[src/rtl/fifo_wr_arbiter_pkg.sv]
// Shared types and width helpers for the asyncfifo write-port arbiter.
package fifo_arb_pkg;

  typedef enum logic {
    IDLE  = 1'b0,
    GRANT = 1'b1
  } arb_state_t;

  // Requester index width, never narrower than one bit.
  function automatic int id_w(input int num_req);
    return (num_req <= 2) ? 1 : $clog2(num_req);
  endfunction

  // Beat counter must hold the value MAX_BURST.
  function automatic int beat_w(input int max_burst);
    return $clog2(max_burst + 1);
  endfunction

endpackage

[src/rtl/fifo_wr_arbiter_rr_picker.sv]
// Rotated priority encoder: first set request at or above rr_ptr, wrapping.
module rr_picker
  import fifo_arb_pkg::*;
#(
  parameter int NUM_REQ = 4,
  parameter int ID_W    = id_w(NUM_REQ)
) (
  input  logic [NUM_REQ-1:0] req,
  input  logic [ID_W-1:0]    rr_ptr,
  output logic               found,
  output logic [ID_W-1:0]    index
);

  logic [ID_W-1:0] cand;

  // Walk offsets from highest to lowest so the smallest offset wins.
  always_comb begin
    found = |req;
    index = '0;
    cand  = '0;
    for (int k = NUM_REQ - 1; k >= 0; k--) begin
      cand = ID_W'((int'(rr_ptr) + k) % NUM_REQ);
      if (req[cand]) index = cand;
    end
  end

endmodule

[src/rtl/fifo_wr_arbiter.sv]
// Round-robin arbiter sharing one asyncfifo write port between NUM_REQ
// valid/ready requesters, with bounded bursts and a full-stall counter.
module fifo_wr_arbiter
  import fifo_arb_pkg::*;
#(
  parameter int NUM_REQ     = 4,
  parameter int DATA_WIDTH  = 32,
  parameter int MAX_BURST   = 4,
  parameter int STALL_CNT_W = 16
) (
  input  logic                          clk,
  input  logic                          rst_n,
  input  logic [NUM_REQ-1:0]            req_valid,
  input  logic [NUM_REQ-1:0]            req_last,
  input  logic [NUM_REQ*DATA_WIDTH-1:0] req_data,
  output logic [NUM_REQ-1:0]            req_ready,
  output logic                          fifo_wpush,
  output logic [DATA_WIDTH-1:0]         fifo_wdata,
  input  logic                          fifo_wfull,
  output logic                          grant_valid,
  output logic [id_w(NUM_REQ)-1:0]      grant_id,
  output logic [STALL_CNT_W-1:0]        stall_cnt
);

  localparam int IW = id_w(NUM_REQ);
  localparam int BW = beat_w(MAX_BURST);

  arb_state_t             state_q, state_d;
  logic [IW-1:0]          rr_ptr_q, rr_ptr_d;
  logic [IW-1:0]          grant_id_q, grant_id_d;
  logic [BW-1:0]          beat_cnt_q, beat_cnt_d;
  logic                   grant_valid_q, grant_valid_d;
  logic [STALL_CNT_W-1:0] stall_cnt_q, stall_cnt_d;

  logic                  pick_found;
  logic [IW-1:0]         pick_idx;
  logic                  in_grant;
  logic                  g_valid;
  logic                  g_last;
  logic [DATA_WIDTH-1:0] g_data;
  logic                  acc;

  rr_picker #(
    .NUM_REQ (NUM_REQ),
    .ID_W    (IW)
  ) u_picker (
    .req    (req_valid),
    .rr_ptr (rr_ptr_q),
    .found  (pick_found),
    .index  (pick_idx)
  );

  // Port-side signals are combinational off the registered grant so a beat
  // can be accepted in the same cycle the requester presents it.
  always_comb begin
    g_valid   = 1'b0;
    g_last    = 1'b0;
    g_data    = '0;
    req_ready = '0;
    in_grant  = (state_q == GRANT);
    for (int i = 0; i < NUM_REQ; i++) begin
      if (grant_id_q == IW'(i)) begin
        g_valid      = req_valid[i];
        g_last       = req_last[i];
        g_data       = req_data[i*DATA_WIDTH +: DATA_WIDTH];
        req_ready[i] = in_grant && !fifo_wfull;
      end
    end
    acc = in_grant && g_valid && !fifo_wfull;
  end

  assign fifo_wpush  = acc;
  assign fifo_wdata  = g_data;
  assign grant_valid = grant_valid_q;
  assign grant_id    = grant_id_q;
  assign stall_cnt   = stall_cnt_q;

  always_comb begin
    state_d       = state_q;
    rr_ptr_d      = rr_ptr_q;
    grant_id_d    = grant_id_q;
    beat_cnt_d    = beat_cnt_q;
    grant_valid_d = grant_valid_q;
    stall_cnt_d   = stall_cnt_q;
    case (state_q)
      IDLE: begin
        if (pick_found) begin
          grant_id_d    = pick_idx;
          grant_valid_d = 1'b1;
          beat_cnt_d    = '0;
          rr_ptr_d      = (pick_idx == IW'(NUM_REQ - 1)) ? '0 : pick_idx + IW'(1);
          state_d       = GRANT;
        end
      end
      GRANT: begin
        if (!g_valid) begin
          state_d       = IDLE;
          grant_valid_d = 1'b0;
        end else if (fifo_wfull) begin
          // Full never revokes the grant; it only counts lost cycles.
          if (stall_cnt_q != '1) stall_cnt_d = stall_cnt_q + STALL_CNT_W'(1);
        end else begin
          beat_cnt_d = beat_cnt_q + BW'(1);
          if (g_last || (beat_cnt_q == BW'(MAX_BURST - 1))) begin
            state_d       = IDLE;
            grant_valid_d = 1'b0;
          end
        end
      end
      default: state_d = IDLE;
    endcase
  end

  always_ff @(posedge clk or negedge rst_n) begin
    if (!rst_n) begin
      state_q       <= IDLE;
      rr_ptr_q      <= '0;
      grant_id_q    <= '0;
      beat_cnt_q    <= '0;
      grant_valid_q <= 1'b0;
      stall_cnt_q   <= '0;
    end else begin
      state_q       <= state_d;
      rr_ptr_q      <= rr_ptr_d;
      grant_id_q    <= grant_id_d;
      beat_cnt_q    <= beat_cnt_d;
      grant_valid_q <= grant_valid_d;
      stall_cnt_q   <= stall_cnt_d;
    end
  end

endmodule

[config.mk]
export PLATFORM = sky130hd
export DESIGN_NAME = fifo_wr_arbiter
export DESIGN_NICKNAME = d
export VERILOG_FILES = /design/src/rtl/fifo_wr_arbiter_pkg.sv /design/src/rtl/fifo_wr_arbiter_rr_picker.sv /design/src/rtl/fifo_wr_arbiter.sv
export SDC_FILE = /design/constraint.sdc
export NUM_CORES = 1
export LEC_CHECK = 0
export ABC_CLOCK_PERIOD_IN_PS = 1800
export CAP_MARGIN = 5
export CORE_MARGIN = 2
export CORE_UTILIZATION = 30
export CTS_CLUSTER_SIZE = 40
export DETAILED_ROUTE_END_ITERATION = 16
export GPL_ROUTABILITY_DRIVEN = 0
export GPL_TIMING_DRIVEN = 0
export PLACE_DENSITY = 0.87
export REMOVE_ABC_BUFFERS = 1
export SYNTH_ARGS = -nofsm -noshare
export SYNTH_HDL_FRONTEND = slang
export SYNTH_SLANG_ARGS = --single-unit
[constraint.sdc]
create_clock -name clk -period 1.8 [get_ports clk]
set_input_delay 0.36 -clock clk [delete_from_list [all_inputs] [get_ports clk]]
set_output_delay 0.36 -clock clk [all_outputs]
set_load 0.01 [all_outputs]
# After elaboration in Yosys (flattened, before gate mapping)
# Cells that the tools add are included.
# op_classes
add_sub_neg,6
order_cmp,4
n_eq_ne,11
muxes,43
bitwise_logic,1
reduce_logical,11
# ops
operator,count
$mux W32,4
$mux W1,24
$add A16 B1 Y16 const B,1
$ne A16 B16 Y1 const B,1
$lt A2 B3 Y1 const B,4
$mux W2,5
$mux W3,3
$bmux W1 S2,4
$eq A2 B2 Y1 const B,3
$pmux W3 S2,1
$reduce_and A3 Y1,2
$add A2 B1 Y2 const B,2
$add A2 B2 Y2 const B,2
$ne A2 B2 Y1 const B,2
$pmux W1 S2,2
$reduce_and A4 Y1,1
$reduce_or A4 Y1,1
$add A3 B1 Y3 const B,1
$eq A3 B2 Y1 const B,1
$logic_and A1 B1 Y1,3
$ne A3 B2 Y1 const B,1
$ne A3 B3 Y1 const B,1
$eq A2 B1 Y1 const B,1
$logic_not A2 Y1,1
5 further kinds,5
# word_totals
ff_bits,25
in_bits,139
output_inout_bits,56
word_cells,82

# Logic depth before layout (Yosys ltp)
# depth
ltp_word,10
depth_mapped,6

# Modules after synthesis
# A second synthesis with hierarchy kept.
# unflattened
hier_cells,174
area_unflattened_um2,2080.7
# by_module_without_submodules
module,n_inst,cells_per_inst,area_each_um2,seq_area_each_um2
fifo_wr_arbiter,1,161,2003.2,625.6
rr_picker,1,13,77.6,0.0

# Worst setup path after synthesis
# Ideal clock, no wire load.
# synth_path
kind,reg2out
start,"register grant_id_q[0], in the netlist grant_id[0]"
end,output port fifo_wdata[10]
arrival_time_ns,1.669
t_required_ns,1.440
slack_ns,-0.229
stages_incl_launch_ff,5
n_path_buf,3
cell_sequence,dfrtp_1 > buf_4 > buf_2 > buf_2 > mux4_2
# synth_via
elab_chain_cells,5
# synth_rtl
element,line_no,text
start: declaration,fifo_wr_arbiter.sv:30,"logic [IW-1:0] grant_id_q, grant_id_d;"
start signal: assignment,fifo_wr_arbiter.sv:125,grant_id_q <= grant_id_d;
$logic_not A2 Y1,fifo_wr_arbiter.sv:62,if (grant_id_q == IW'(i)) begin
$mux W32 (3 in a row),fifo_wr_arbiter.sv:62,
$mux W32 *,fifo_wr_arbiter.sv:62,
end: declaration,fifo_wr_arbiter.sv:18,"output logic [DATA_WIDTH-1:0] fifo_wdata,"
# Every way passes the cells marked *; elsewhere a longest branch is shown, timed or not.

# Worst setup path after layout
# layout_path
start,"register grant_id_q[0], in the netlist grant_id[0]"
end,output port fifo_wpush
# layout_via
elab_chain_cells,7
# layout_rtl
element,line_no,text
$logic_not A2 Y1,fifo_wr_arbiter.sv:62,
$mux W1 (3 in a row),fifo_wr_arbiter.sv:62,
$mux W1 *,fifo_wr_arbiter.sv:62,
$logic_and A1 B1 Y1 * (2 in a row),fifo_wr_arbiter.sv:69,acc = in_grant && g_valid && !fifo_wfull;
end: declaration,fifo_wr_arbiter.sv:17,"output logic fifo_wpush,"
# Marked as above.

==> flow_summary_export.csv <==
group,metric,value,unit
status,status,"finished, violations left",
status,failed_checks,"negative setup slack",
timing,max-slew-margin-rel,22.1,%
cts,clockRootBuffer,"clkbuf_8",
power,p_leak,1.90,nW
timing,worstMarginPinSlew,1.17,ns
cts,clk_pin_slew,0.09,ns
critical_path,worstPathCellList,"mux2i_1, nand2_1, nand3_4, inv_1, clkdlybuf4s15_2",
logic_synthesis,synth_flop_cell,"dfrtp_1",
place,dp_cells,468,
global_routing,antenna_found_initial,0,
timing,clock_skew,0.00256,ns
critical_path,crit_type,"flop to output port",
cts,cts_hold_buf,0,
floorplanning,dieArea,8480,sq um
routing,drc,0,
place,dp_hpwl,7430,um
floorplanning,die_w,92.1,um
logic_synthesis,syn-cell-area,2330,sq um
timing,finalHoldViolations,0,
global_routing,grt_max_degree,26,
routing,vias,2547,
logic_synthesis,synth.distinct_cells,48,
power,power.density,1140,nW/um^2
logic_synthesis,yosysTopAreaCell,"mux4_2",
cts,cts.sinks,25,
global_routing,grt_pass1_vias,2736,
routing,wirelength,10200,um
critical_path,slowest_delay,0.56,ns
logic_synthesis,synth_edf_count,0,
logic_synthesis,ys_top_cells_by_area,"mux4_2 (32%), dfrtp_1 (27%), xor2_1 (5.3%)",
worst_hold_path,hold_path_class,"flop to flop",
cts,insertion_delay,0.27,ns
logic_synthesis,avgSynthCellArea,12.5,sq um
timing,rsz0062_at_grt,"true",
cells_and_area,stdcell_count,492,
logic_synthesis,ys_warn_count,0,
cts,cts_made_buffers,3,
place,io_buffers,194,
timing,finalCritPeriodShare,117,%
global_routing,gr-usage-all-layers,23.1,%
timing,setup_violations,46,
routing,drt_iter0_drc,79,
routing,postRouteAntennaNets,0,
cells_and_area,diodes,0,
logic_synthesis,async_reset_ff_share,100,%
critical_path,crit_path_end_kind,"output port",
logic_synthesis,postSynthCellCount,186,
routing,wire_per_inst,20.8,um
cells_and_area,area_delta_synth_final,102,%
critical_path,cp_max_fo,6,
cells_and_area,final_net_count,533,
timing,period_needed,2.10,ns
critical_path,cp.required,1.44,ns
cells_and_area,drive_gt1_share,32.8,%
critical_path,critPathSlowestCell,"dfrtp_4",
place,dpl-instance-area,4320,sq um
place,place_ws,-0.813,ns
timing,slew_viol_final,0,
timing,whs,0.499,ns
logic_synthesis,ys_ff_latch,25,
timing,fmax,0.476,GHz
logic_synthesis,yosysTopAreaCellShare,31.9,%
routing,viasPerCell,5.18,
critical_path,critPathBufInv,2,
flow_run,drv_cap,0,
global_routing,grt_pass1_wl,15100,um
logic_synthesis,ys_seq_area_share,26.9,%
floorplanning,start_util,30.6,%
routing,first_pass_iters,4,
timing,setup_tns,-9.22,ns
global_routing,overflow,0,
cts,cts_tree,"built",
critical_path,arrival,1.74,ns
floorplanning,die_h,92.1,um
floorplanning,row_count,32,
floorplanning,ios,195,
cts,clock_path_buffers,2,
cts,cts_max_level,1,
power,peakVddDrop,773,uV
timing,worst_slack,-0.300,ns
floorplanning,core,7610,sq um
critical_path,critPathLaunchType,"flop",
cells_and_area,fin_area,4700,sq um
critical_path,cp_top_family,"flip-flops",
[final timing paths]
check	startpoint	endpoint	slack [ns]	depth (start not counted)
max	grant_id[0]$_DFFE_PN0P_	fifo_wpush	-0.30	5
min	stall_cnt[11]$_DFFE_PN0P_	stall_cnt[11]$_DFFE_PN0P_	0.50	1
max reg2reg	grant_id[0]$_DFFE_PN0P_	grant_valid$_DFFE_PN0P_	-0.10	8
min reg2reg	stall_cnt[11]$_DFFE_PN0P_	stall_cnt[11]$_DFFE_PN0P_	0.50	1
max in group asynchronous	rst_n	grant_id[1]$_DFFE_PN0P_	0.26	1
min in group asynchronous	rst_n	stall_cnt[11]$_DFFE_PN0P_	0.70	1
[placed cells by master, fill, tap and decap left out, drive strengths merged, types with 3 or more instances in the layout]
cell type and count:
a211oi 5, inv 7, o21ai 3, nor2 7, dlygate4sd2 4, nand3 7, dfrtp 25, nand4 3
nand2 17, buf 57, mux2i 6, xor2 14, ha 3, nor2b 4, a2111oi 5, clkbuf 3
clkdlybuf4s50 153, and3 4, mux4 33
[cell usage after synthesis, types with 2 or more instances]
cell type and count:
mux4_2 33, xor2_1 14, a2111oi_2 4, nor2b_1 4, nand2b_1 2, o21ai_0 3
nor2_1 7, dfrtp_1 25, clkbuf_1 4, mux2i_1 6, nor4b_4 2, buf_6 2
nand2_1 17, inv_1 7, and3_1 4, o22ai_1 2, a211oi_1 5, nand3_1 6
mux2_2 2, nand4_1 3, buf_2 5, ha_1 3
[flip-flops by register name, summed over array words and instances (netlist names)]
register / cells
rr_ptr_q: 2
beat_cnt_q: 3
grant_id: 2
stall_cnt: 16
in_grant: 1
grant_valid: 1
[where the power goes]
group	internal, W	switching [W]	leakage [nW]
Combinational	0.00240	0.00167	1.55
Sequential	0.000726	0.000240	0.318
Clock	0.000155	0.000188	0.0255
[cell families (layout without fill, tap and decap cells)]
logic type      Yosys count  count (layout)  share of synthesized area [%]
buf+inv                  22             226                           5.48
compound gates           25              25                           9.95
mux                      41              41                           35.5
xor+xnor                 15              15                           5.65
fa+ha+maj                 3               3                           1.61
simple gates             55              55                           14.9
flops                    25              25                           26.9
[final cells by class]
cell class / count / area, sq um
clock inverter: 1 / 5.00
multi-input combinational: 139 / 1700
inverter: 7 / 26.3
fill: 603 / 2900
clock buffer: 3 / 41.3
sequential: 25 / 634
tap: 102 / 128
timing repair buffer: 215 / 2170
[layer usage]
metal | track usage (%) | up-vias | part of all wire [%]
met3 | 5.34 | 26 | 6.8
met1 | 25.7 | 1264 | 37
met4 | 9.45 | 0 | 3.9
met5 | 0 | - | 0
met2 | 42.3 | 118 | 52
li1 | - | 1139 | -
[timing repair]
item	4_1_cts	5_1_grt
cloned	2	0
setup endpoints to repair	57	54
gates resized for setup	197	22
pin swaps	7	3
setup buffers	17	3
[metrics by stage]
| stage | total power [W] | util, % |
|---|---|---|
| 3_3_place_gp | 0.00432 | 56.5 |
| 3_5_place_dp | 0.00440 | 56.8 |
| 2_1_floorplan | 0.00270 | - |
| 6_report | 0.00538 | 61.8 |
| 5_1_grt | 0.00568 | 61.8 |
| 4_1_cts | 0.00533 | 60.9 |
No activity file was read; power rests on OpenSTA's default activity.
